$ cat src/rtl/serial_bla_subtractor.sv
// ---------------------------------------------------------------------------
// serial_bla_subtractor
//
// Purpose:
//   Multi-cycle subtractor computing diff = a - b - bin (mod 2^WIDTH) one
//   4-bit nibble per clock, least-significant nibble first. Each nibble slice
//   resolves its four internal borrows in flat borrow-lookahead form. The
//   borrow out of a slice is registered and feeds the next nibble on the
//   following clock. This is the subtract-direction companion of the 4-bit
//   carry-lookahead adder. Valid/ready handshakes on both sides let it sit in
//   a datapath pipeline.
//
// Parameters:
//   WIDTH     operand/result width in bits. Must be a multiple of 4 and >= 4.
//   NIB       WIDTH/4 nibble steps. Derived; cannot be overridden.
//
// Ports:
//   clk        rising-edge clock
//   rst_n      synchronous active-low reset
//   in_valid   operands present on a/b/bin
//   in_ready   block can accept operands (high only while idle)
//   a, b, bin  minuend, subtrahend, borrow-in (sampled on the accept edge only)
//   out_valid  result available (high only while holding a result)
//   out_ready  consumer accepts the result
//   diff       a - b - bin modulo 2^WIDTH
//   bout       final borrow, 1 iff a < b + bin (unsigned)
//   ovf        (only with SERIAL_SUB_OVF_EN) signed two's-complement overflow
//
// Build option:
//   SERIAL_SUB_OVF_EN  adds the ovf output and its register.
//
// Timing:
//   An accept on edge k raises out_valid after edge k+NIB. A new operand set
//   can be accepted no earlier than the edge after the output handshake, so
//   the minimum issue interval is NIB+2 cycles.
// ---------------------------------------------------------------------------
module serial_bla_subtractor #(
    parameter int WIDTH = 16
) (
    input  logic             clk,
    input  logic             rst_n,
    input  logic             in_valid,
    output logic             in_ready,
    input  logic [WIDTH-1:0] a,
    input  logic [WIDTH-1:0] b,
    input  logic             bin,
    output logic             out_valid,
    input  logic             out_ready,
    output logic [WIDTH-1:0] diff,
`ifdef SERIAL_SUB_OVF_EN
    output logic             ovf,
`endif
    output logic             bout
);

    localparam int NIB  = WIDTH / 4;
    localparam int IDXW = $clog2(NIB) + 1;
    localparam logic [IDXW-1:0] LAST_IDX = IDXW'(NIB - 1);

    typedef enum logic [1:0] {
        IDLE = 2'b00,
        RUN  = 2'b01,
        DONE = 2'b10
    } state_t;

    // -----------------------------------------------------------------------
    // One nibble of borrow-lookahead subtraction.
    // Per bit: t = x^y, gb = ~x&y (borrow generate), pb = ~t (borrow
    // propagate). Every borrow is written directly in terms of gb/pb and the
    // incoming borrow so no borrow waits on its neighbour.
    // Returns {borrow_out, difference[3:0]}.
    // -----------------------------------------------------------------------
    function automatic logic [4:0] bla_nibble(
        input logic [3:0] x,
        input logic [3:0] y,
        input logic       bi
    );
        logic [3:0] t;
        logic [3:0] gb;
        logic [3:0] pb;
        logic [4:0] br;
        t     = x ^ y;
        gb    = ~x & y;
        pb    = ~t;
        br[0] = bi;
        br[1] = gb[0]
              | (pb[0] & bi);
        br[2] = gb[1]
              | (pb[1] & gb[0])
              | (pb[1] & pb[0] & bi);
        br[3] = gb[2]
              | (pb[2] & gb[1])
              | (pb[2] & pb[1] & gb[0])
              | (pb[2] & pb[1] & pb[0] & bi);
        br[4] = gb[3]
              | (pb[3] & gb[2])
              | (pb[3] & pb[2] & gb[1])
              | (pb[3] & pb[2] & pb[1] & gb[0])
              | (pb[3] & pb[2] & pb[1] & pb[0] & bi);
        return {br[4], t ^ br[3:0]};
    endfunction

    // State and registered outputs
    state_t            state_r;
    state_t            state_nxt_s;
    logic              in_ready_r;
    logic              out_valid_r;
    logic [WIDTH-1:0]  diff_r;
    logic              bout_r;

    // Operand shadows, nibble index, inter-nibble borrow
    logic [WIDTH-1:0]  a_r;
    logic [WIDTH-1:0]  b_r;
    logic [IDXW-1:0]   idx_r;
    logic              brw_r;

    // Current nibble slice
    logic [3:0]        a_nib_s;
    logic [3:0]        b_nib_s;
    logic [4:0]        slice_s;
    logic [WIDTH-1:0]  nib_mask_s;
    logic [WIDTH-1:0]  nib_ins_s;
    logic              accept_s;
    logic              last_nib_s;

`ifdef SERIAL_SUB_OVF_EN
    logic              ovf_r;
    logic              ovf_nxt_s;
`endif

    assign in_ready  = in_ready_r;
    assign out_valid = out_valid_r;
    assign diff      = diff_r;
    assign bout      = bout_r;
`ifdef SERIAL_SUB_OVF_EN
    assign ovf       = ovf_r;
`endif

    // Select the active nibble, run the lookahead slice, and build the
    // mask/insert pair that writes the slice result into the result register.
    always_comb begin
        a_nib_s    = 4'(a_r >> {idx_r, 2'b00});
        b_nib_s    = 4'(b_r >> {idx_r, 2'b00});
        slice_s    = bla_nibble(a_nib_s, b_nib_s, brw_r);
        nib_mask_s = WIDTH'(4'hF) << {idx_r, 2'b00};
        nib_ins_s  = WIDTH'(slice_s[3:0]) << {idx_r, 2'b00};
        accept_s   = in_valid & in_ready_r;
        last_nib_s = (idx_r == LAST_IDX);
    end

`ifdef SERIAL_SUB_OVF_EN
    // Signed overflow: operand signs differ and the result sign differs from
    // the minuend. Only used on the last nibble, where slice bit 3 is the MSB.
    always_comb begin
        ovf_nxt_s = (a_r[WIDTH-1] ^ b_r[WIDTH-1]) & (slice_s[3] ^ a_r[WIDTH-1]);
    end
`endif

    // Next-state logic for the IDLE -> RUN -> DONE sequencer.
    always_comb begin
        state_nxt_s = state_r;
        case (state_r)
            IDLE: begin
                if (accept_s) begin
                    state_nxt_s = RUN;
                end else begin
                    state_nxt_s = IDLE;
                end
            end
            RUN: begin
                if (last_nib_s) begin
                    state_nxt_s = DONE;
                end else begin
                    state_nxt_s = RUN;
                end
            end
            DONE: begin
                if (out_ready) begin
                    state_nxt_s = IDLE;
                end else begin
                    state_nxt_s = DONE;
                end
            end
            default: begin
                state_nxt_s = IDLE;
            end
        endcase
    end

    // State register plus handshake flags registered from the next state so
    // in_ready/out_valid come straight off flops.
    always_ff @(posedge clk) begin
        if (!rst_n) begin
            state_r     <= IDLE;
            in_ready_r  <= 1'b1;
            out_valid_r <= 1'b0;
        end else begin
            state_r     <= state_nxt_s;
            in_ready_r  <= (state_nxt_s == IDLE);
            out_valid_r <= (state_nxt_s == DONE);
        end
    end

    // Datapath: operand capture on accept, one nibble per RUN cycle, result
    // held through DONE and kept after the handshake.
    always_ff @(posedge clk) begin
        if (!rst_n) begin
            a_r    <= {WIDTH{1'b0}};
            b_r    <= {WIDTH{1'b0}};
            idx_r  <= {IDXW{1'b0}};
            brw_r  <= 1'b0;
            diff_r <= {WIDTH{1'b0}};
            bout_r <= 1'b0;
`ifdef SERIAL_SUB_OVF_EN
            ovf_r  <= 1'b0;
`endif
        end else begin
            case (state_r)
                IDLE: begin
                    if (accept_s) begin
                        a_r   <= a;
                        b_r   <= b;
                        brw_r <= bin;
                        idx_r <= {IDXW{1'b0}};
                    end
                end
                RUN: begin
                    diff_r <= (diff_r & ~nib_mask_s) | nib_ins_s;
                    brw_r  <= slice_s[4];
                    idx_r  <= idx_r + IDXW'(1);
                    if (last_nib_s) begin
                        bout_r <= slice_s[4];
`ifdef SERIAL_SUB_OVF_EN
                        ovf_r  <= ovf_nxt_s;
`endif
                    end
                end
                DONE: begin
                    // Result registers hold; nothing to update.
                end
                default: begin
                    idx_r <= {IDXW{1'b0}};
                end
            endcase
        end
    end

endmodule

$ cat config.mk
export PLATFORM = sky130hd
export DESIGN_NAME = serial_bla_subtractor
export DESIGN_NICKNAME = d
export VERILOG_FILES = /design/src/rtl/serial_bla_subtractor.sv
export SDC_FILE = /design/constraint.sdc
export NUM_CORES = 1
export LEC_CHECK = 0
export CAP_MARGIN = 20
export CORE_MARGIN = 1
export CORE_UTILIZATION = 43
export CTS_CLUSTER_DIAMETER = 40
export CTS_CLUSTER_SIZE = 14
export DETAILED_ROUTE_END_ITERATION = 8
export PLACE_DENSITY = 0.69
export SETUP_SLACK_MARGIN = 0.02
export SLEW_MARGIN = 20
export SYNTH_ARGS = -nofsm -noshare
export SYNTH_HDL_FRONTEND = slang
export SYNTH_SLANG_ARGS = --single-unit
$ cat constraint.sdc
create_clock -name clk -period 8.42 [get_ports clk]
set_input_delay 1.684 -clock clk [delete_from_list [all_inputs] [get_ports clk]]
set_output_delay 1.684 -clock clk [all_outputs]
set_load 0.05 [all_outputs]
-- After elaboration in Yosys (flattened, before gate mapping)
Index checks and enable logic that the tools add are counted.
- register bits: 57
- output and inout bits: 19
- word-level logic and storage cells: 70
- add/subtract/negate cells: 1
- eq/ne operators: 5
- shift-type cells: 4
- multiplexer cells: 8
- bitwise operators: 36
- reductions and logical operators: 7
- operators with widths (operator ; count):
    16-bit by 5-bit >> shifter with 4-bit output ; 2
    1-bit bitwise AND ; 17
    16-bit bitwise AND ; 1
    16-bit inverter ; 1
    16-bit OR ; 1
    4-bit by 5-bit << shifter with 16-bit output ; 1
    4-bit by 5-bit << shifter with 16-bit output, first input constant ; 1
    1-bit OR ; 10
    3-bit case mux with 3 select lines ; 1
    4-bit inverter ; 2
    2-bit AND reduction ; 4
    4-bit XOR ; 2
    2-bit case mux with 3 select lines ; 1
    4-bit bitwise AND ; 1
    2-bit equality test, second input constant ; 2
    2-bit logical NOT ; 2
    2-bit two-way mux ; 2
    3-bit by 1-bit adder with 3-bit output, second input constant ; 1
    3-bit by 2-bit equality test with 1-bit output, second input constant ; 1
    3-bit two-way mux ; 1
    2-bit by 1-bit equality test with 1-bit output, second input constant ; 1
    1-bit two-way mux ; 2
    2-bit inequality test, second input constant ; 1
    1-bit case mux with 2 select lines ; 1
    other kinds (2) ; 2

-- Logic depth before layout (Yosys ltp)
Gate-level depths: netlist of run 1.
- depth in word-level cells: 10
- gate-level depth with buffers: 9
- depth with buffers taken out: 7

-- Least setup slack after synthesis of run 1
No wires, ideal clock.
- path kind: flip-flop to flip-flop
- start point: register idx_r[0]
- end point: register diff_r[3], in the netlist diff[3]
- setup time: 62 ps
- data arrival time: 2710 ps
- data required time: 8358 ps
- setup slack: 5648 ps
- cell stages (with the launch flop): 10
- buffers on the path: 2
- cells stage by stage: dfxtp_1 -> buf_2 -> buf_2 -> mux4_2 -> nand2_1 -> ha_1 -> a211oi_1 -> o21bai_2 -> or4_1 -> nand3_1
- word-level cells in the longest chain between the ends: 10
- elaborated cells between the ends (all ways): 20
- classes of those cells: 4 x shift; 16 x bitwise
- ends and longest elaborated chain (element ; RTL line ; text):
    start: declaration ; 114 ; logic [IDXW-1:0] idx_r;
    start signal: assignment ; 210 ; idx_r <= {IDXW{1'b0}};
    start signal: assignment ; 224 ; idx_r <= {IDXW{1'b0}};
    start signal: assignment ; 230 ; idx_r <= idx_r + IDXW'(1);
    16-bit by 5-bit >> shifter with 4-bit output (on tied branches) ; 142, 143 ;
    4-bit XOR or 4-bit inverter (tied branches) ; 82, 83 ;
    4-bit inverter or 4-bit bitwise AND (tied branches) ; 84, 83 ;
    1-bit bitwise AND (on tied branches) ; 92, 93, 94 ;
    1-bit OR, or another cell as far along ; 92 ; | (pb[2] & gb[1])
    1-bit OR or 1-bit bitwise AND (tied branches) ; 93, 94 ;
    1-bit OR ; 94 ; | (pb[2] & pb[1] & pb[0] & bi);
    4-bit XOR ; 100 ; return {br[4], t ^ br[3:0]};
    4-bit by 5-bit << shifter with 16-bit output ; 146 ; nib_ins_s = WIDTH'(slice_s[3:0]) << {idx_r, 2'b00};
    16-bit OR (*) ; 228 ; diff_r <= (diff_r & ~nib_mask_s) | nib_ins_s;
    end signal: assignment ; 212 ; diff_r <= {WIDTH{1'b0}};
    end signal: assignment ; 228 ;
    end: declaration ; 108 ; logic [WIDTH-1:0] diff_r;
Every way passes the cells marked *; elsewhere a longest branch is shown, timed or not.
A chain may end at the register's enable or synchronous reset.

-- Worst setup path in the final report of run 1
- start point: register idx_r[0]
- end point: register diff_r[7], in the netlist diff[7]
The elaborated chain is that of the path after synthesis.

==> results.py, run 1 <==
metrics = {
    "detailed_routing": {
        "ant_nets": 0,
        "routed_via_density": 5.11,
        "drt-pass1-iter-count": 4,
        "drc": 0,
        "routed_wl_mm": 5.66,
        "num_vias": 2151,
        "routedWlPerCell_um": 13.4,
        "drt_iter0_drc": 109,
    },
    "logic_synthesis": {
        "synth_edf_count": 0,
        "synthTopCellsByArea": "dfxtp_1 (44%), nand2_1 (11%), a21boi_0 (9.8%)",
        "synth.most_common_cell": "nand2_1",
        "async_flop_share_pct": 0,
        "yosys-top-cells-count": "nand2_1 (76), dfxtp_1 (57), a21boi_0 (34), nor2b_1 (12), clkbuf_1 (10)",
        "ys_ff_latch": 57,
        "synthCells": 289,
        "synth_warnings": 0,
        "syn_area_um2": 2610,
        "yosys.area.top_type": "dfxtp_1",
        "synth_ff_type": "dfxtp_1",
        "syn-mean-instance-area_um2": 9.04,
        "seq_area_frac_synth_pct": 43.7,
        "ys_types": 38,
        "synth_top_area_share_pct": 43.7,
        "synth_nets": 336,
    },
    "critical_path": {
        "cp.required_ns": 8.70,
        "worstPathArrival_ns": 3.52,
        "cpMaxStageDelayCell": "dfxtp_1",
        "critPathLaunchType": "register",
        "crit_chain": "mux4_2, and2_1, ha_1, a211oi_1, o21bai_2, or4_1, nand3_1",
        "cp-end-kind": "register",
        "critical_path_class": "reg -> reg",
        "path_max_fanout": 18,
        "slowest_delay_ns": 0.90,
    },
    "pwr": {
        "p_per_area_nw_per_um2": 196,
        "peakVddDrop_v": 0.0000863,
        "p_sw_uw": 183,
        "swShare_pct": 27.5,
        "power.share.combinational_pct": 17.5,
        "p_int_uw": 482,
        "power_frac_clock_pct": 37.6,
        "p_leak_nw": 1.21,
        "p_seq_share_pct": 44.8,
    },
    "global_routing": {
        "overflow": 0,
        "grt_util_met3_pct": 3.77,
        "use_met1_pct": 24.3,
        "grt_pass1_vias": 2023,
        "grt_busiest_layer": "met2",
        "grt_usage_pct": 19.6,
        "antenna_found_initial": 0,
        "grt_max_degree": 62,
        "grt_use_met2_pct": 30.5,
        "grt_pass1_wl_mm": 9.33,
    },
    "sta": {
        "min_period_ns": 3.25,
        "worstMarginPinSlew_ns": 0.881,
        "finalHoldViolCount": 0,
        "worst_slack_ns": 5.17,
        "worst_slew_margin_rel_pct": 41.2,
        "tns_ns": 0,
        "final.setup_skew_ns": 0.00649,
        "rsz0062_at_grt": "false",
        "slew_violations": 0,
        "min_period_over_period_pct": 38.6,
        "setup_viol": 0,
        "holdWs_ns": 0.448,
        "max_freq_ghz": 0.308,
    },
    "clock_tree": {
        "clock-root-buffer": "clkbuf_8",
        "clkLatencyLatePin_ns": 0.34,
        "cts.clk_slew.worst_paths_ns": 0.06,
        "cts_resized": 0,
        "cts_made_buffers": 9,
        "cts_tree": "yes",
        "cts_buffer_depth": 2,
        "cts_hold_buf": 0,
        "htree_levels": 3,
        "post_cts_buffers": 0,
        "clock-sinks": 57,
    },
    "die": {
        "initial_utilization_pct": 44.4,
        "rows": 28,
        "die_w_um": 79.9,
        "boundaryPins": 56,
        "die_area_um2": 6390,
        "core_um2": 5890,
        "die_y_um": 79.9,
    },
    "placed_design": {
        "io_buffers": 55,
        "dpl.cell_count": 405,
        "place_congestion": 0.755,
        "place_ws_ns": 5.01,
        "hpwl_mm": 3.96,
    },
    "layout": {
        "final_layout_size_suffix_gt1_share_pct": 7.51,
        "area_growth_pct": 29.9,
        "nNetsFinal": 388,
        "fin_cells": 421,
        "n_antenna_cell": 0,
        "final_util_pct": 57.7,
    },
    "min_path": {
        "hp-class": "reg -> reg",
    },
    "status": {
        "status": "finished clean",
    },
    "job": {
        "maxCapViolations": 0,
    },
}
## power by group through the flow
stage	Combinational, mW	Clock, mW	Sequential, mW
5_1_grt	0.129	0.266	0.300
3_5_place_dp	0.117	0	0.304
3_3_place_gp	0.116	0	0.303
4_1_cts	0.118	0.256	0.298
6_report	0.117	0.250	0.298
2_1_floorplan	0.0699	0	0.309
## kinds of logic (layout without fill, tap and decap cells)
group	Yosys count	after routing	share of synthesized area [%]
multiplexers	8	8	6.90
AND/OR/NAND/NOR	126	126	22.7
flip-flops	57	57	43.7
buffers and inverters	21	78	3.26
XOR/XNOR	1	1	0.335
adder cells (fa/ha/maj)	10	10	5.08
AO/OA/AOI/OAI	66	66	18.1
## area by class of cell
class | instances | area, um2
Timing Repair Buffer | 57 | 566
Tap cell | 75 | 93.8
Clock inverter | 3 | 40.0
Inverter | 5 | 18.8
Clock buffer | 13 | 149
Fill cell | 569 | 2490
Multi-Input combinational cell | 211 | 1390
Sequential cell | 57 | 1140
## registers in the layout (all words and copies together) (netlist names)
name and flops:
out_valid 1, in_ready 1, a_r 16, state_r 2
idx_r 3, bout 1, b_r 16, diff 16
brw_r 1
## layout by cell type, fill, tap and decap left out, types with 2 or more instances in the layout
cell             instances
a211oi_1                 2
a21boi_0                34
a21boi_1                 2
a21oi_1                  5
a22oi_1                  9
and2_1                   5
buf_4                    2
clkbuf_1                 3
clkbuf_8                10
clkdlybuf4s50_1         55
clkinv_2                 2
dfxtp_1                 57
ha_1                     9
inv_1                    4
mux4_2                   8
nand2_1                 76
nand3_1                  8
nand4_1                  4
nor2_1                   9
nor2b_1                 12
o21a_1                   3
o21ai_0                  6
or4_1                    3
## worst max-delay path, delay by kind of cell, from the launching register on
kind / cells / cell delay [ns]
flops: 1 / 0.90
fa+ha+maj: 1 / 0.30
compound gates: 2 / 0.58
mux: 1 / 0.59
simple gates: 3 / 0.82
## metal layers
layer	up-vias	routed length, um
met4	0	180
met1	988	2740
met2	44	2560
met5	-	0
met3	14	184
li1	1105	-
## path summary, 6_finish.rpt
path	startpoint	to	slack (ns)	cells past startpoint
worst max-delay path	idx_r[0]	diff[7]	5.17	7
worst min-delay path	diff[6]	diff[6]	0.45	2
worst max register to register	idx_r[0]	diff[7]	5.17	7
worst min register to register	diff[6]	diff[6]	0.45	2
## metrics by stage
step / total power [mW] / instance area [um2]
2_1_floorplan: 0.379 / 2610
3_3_place_gp: 0.419 / 3200
3_5_place_dp: 0.421 / 3200
4_1_cts: 0.672 / 3390
5_1_grt: 0.695 / 3390
6_report: 0.665 / 3390
(Power assumes the default switching activity.)
==> inputs of run 2 (changes only) <==
PLACE_DENSITY = 0.72   (was 0.69)
clock period = 2.8 ns   (was 8.42 ns; I/O delays follow)
==> results.py, run 2 (same netlist as run 1, synthesis figures left out) <==
metrics = {
    "status": {
        "status": "finished clean",
    },
    "critical_path": {
        "r2r-start": "idx_r[0]",
        "critPathLaunchType": "register",
        "critical_path_class": "reg -> reg",
        "rr_worst_depth": 8,
        "path_max_fanout": 9,
        "worstPathArrival_ns": 2.86,
        "regToRegSetupSlack_ns": 0.22,
        "cp.required_ns": 3.08,
        "cp-end-kind": "register",
        "r2r_end": "diff[7]",
    },
    "detailed_routing": {
        "routed_wl_mm": 5.60,
        "routedWlPerCell_um": 13.1,
        "drt-pass1-iter-count": 4,
        "num_vias": 2191,
        "drc": 0,
        "ant_nets": 0,
        "routed_via_density": 5.13,
        "drt_iter0_drc": 76,
    },
    "global_routing": {
        "grt_pass1_wl_mm": 9.44,
        "grt_max_degree": 34,
        "antenna_found_initial": 0,
        "overflow": 0,
        "grt_usage_pct": 19.7,
        "grt_pass1_vias": 1983,
    },
    "pwr": {
        "p_int_mw": 1.42,
        "peakVddDrop_v": 0.000286,
        "p_seq_share_pct": 45.4,
        "power_frac_clock_pct": 35.5,
        "p_leak_nw": 1.25,
        "p_sw_uw": 544,
        "swShare_pct": 27.7,
        "power.share.combinational_pct": 19.0,
        "p_per_area_nw_per_um2": 570,
    },
    "clock_tree": {
        "htree_levels": 3,
        "clock-root-buffer": "clkbuf_8",
        "cts.clk_slew.worst_paths_ns": 0.06,
        "cts_buffer_depth": 2,
        "cts_made_buffers": 9,
        "clkLatencyLatePin_ns": 0.34,
        "clock-sinks": 57,
        "cts_tree": "yes",
    },
    "placed_design": {
        "io_buffers": 55,
        "place_congestion": 0.824,
        "hpwl_mm": 4.20,
    },
    "layout": {
        "final_common_cell": "nand2_1",
        "multi_input_area_um2": 1390,
        "regArea_um2": 1140,
        "area_growth_pct": 31.9,
        "fill_cells": 552,
        "final_layout_size_suffix_gt1_share_pct": 9.94,
        "most-common-layout-cells": "nand2_1 (76), dfxtp_1 (57), clkdlybuf4s50_1 (55)",
        "final_util_pct": 58.5,
        "nNetsFinal": 395,
        "n_antenna_cell": 0,
    },
    "sta": {
        "worstMarginPinSlew_ns": 0.502,
        "max_freq_ghz": 0.387,
        "finalHoldViolCount": 0,
        "slew_violations": 0,
        "worst_slew_margin_rel_pct": 66.4,
        "tns_ns": 0,
        "final.setup_skew_ns": 0.00691,
        "min_period_over_period_pct": 92.3,
        "setup_viol": 0,
        "rsz0062_at_grt": "false",
        "min_period_ns": 2.58,
    },
    "die": {
        "boundaryPins": 56,
        "die_w_um": 79.9,
        "core_um2": 5890,
        "die_area_um2": 6390,
        "initial_utilization_pct": 44.4,
        "die_y_um": 79.9,
        "rows": 28,
    },
    "job": {
        "maxCapViolations": 0,
    },
    "min_path": {
        "hp-class": "reg -> reg",
        "min_to": "diff[2]",
        "hold_depth": 2,
        "hold_start": "diff[2]",
    },
}
-- run 2: power by group through the flow --
stage | clock network [mW] | registers, mW | logic [mW]
after global placement | 0 | 0.908 | 0.360
after CTS | 0.716 | 0.892 | 0.370
after global routing | 0.750 | 0.898 | 0.416
after detailed placement | 0 | 0.909 | 0.368
final | 0.697 | 0.892 | 0.374
after floorplan | 0 | 0.929 | 0.210
-- run 2: layout make-up --
class	instances	area share, %
timing repair buffer	64	18.0
clock buffer	13	4.91
multi-input combinational	211	40.4
inverter	5	0.545
tap	75	2.73
clock inverter	2	0.363
sequential	57	33.1
-- run 2: critical path, cell delays in order, from the launching register on --
cell and delay, ns:
dfxtp_1 0.37, buf_4 0.19, mux4_2 0.51, nand2_1 0.13, ha_1 0.28, a211oi_2 0.26
o21bai_2 0.18, or4_1 0.53, nand3_1 0.09
-- run 2: per-layer routing --
layer	global-route usage [%]	wire length [um]	vias up
met3	5.37	223	13
li1	-	-	1117
met5	0	0	-
met2	29.9	2550	49
met1	25.2	2680	1012
met4	10.4	147	0
-- run 2: per-stage QoR --
step	hold slack [ns]	cell area, um2	power [mW]	std cells	setup slack [ns]
floorplan	0.440	2610	1.14	289	0.0282
global placement	0.444	3250	1.27	411	0.209
detailed placement	0.445	3250	1.28	411	0.0823
CTS	0.453	3430	1.98	426	0.0648
global route	0.478	3440	2.06	427	0.0426
finish	0.454	3440	1.96	427	0.215
-- run 2: worst max path at each step --
stage	start	to
floorplan	idx_r[0]	diff[3]
global placement	idx_r[0]	diff[7]
detailed placement	idx_r[0]	diff[3]
CTS	idx_r[0]	diff[3]
global route	idx_r[0]	diff[3]
finish	idx_r[0]	diff[7]
-- run 2: repair_timing --
action	in CTS	in global routing
endpoints found under the setup margin	0	4
hold buffers	0	0
endpoints found under the hold margin	0	0
gates resized for setup	0	2
buffers inserted	0	1
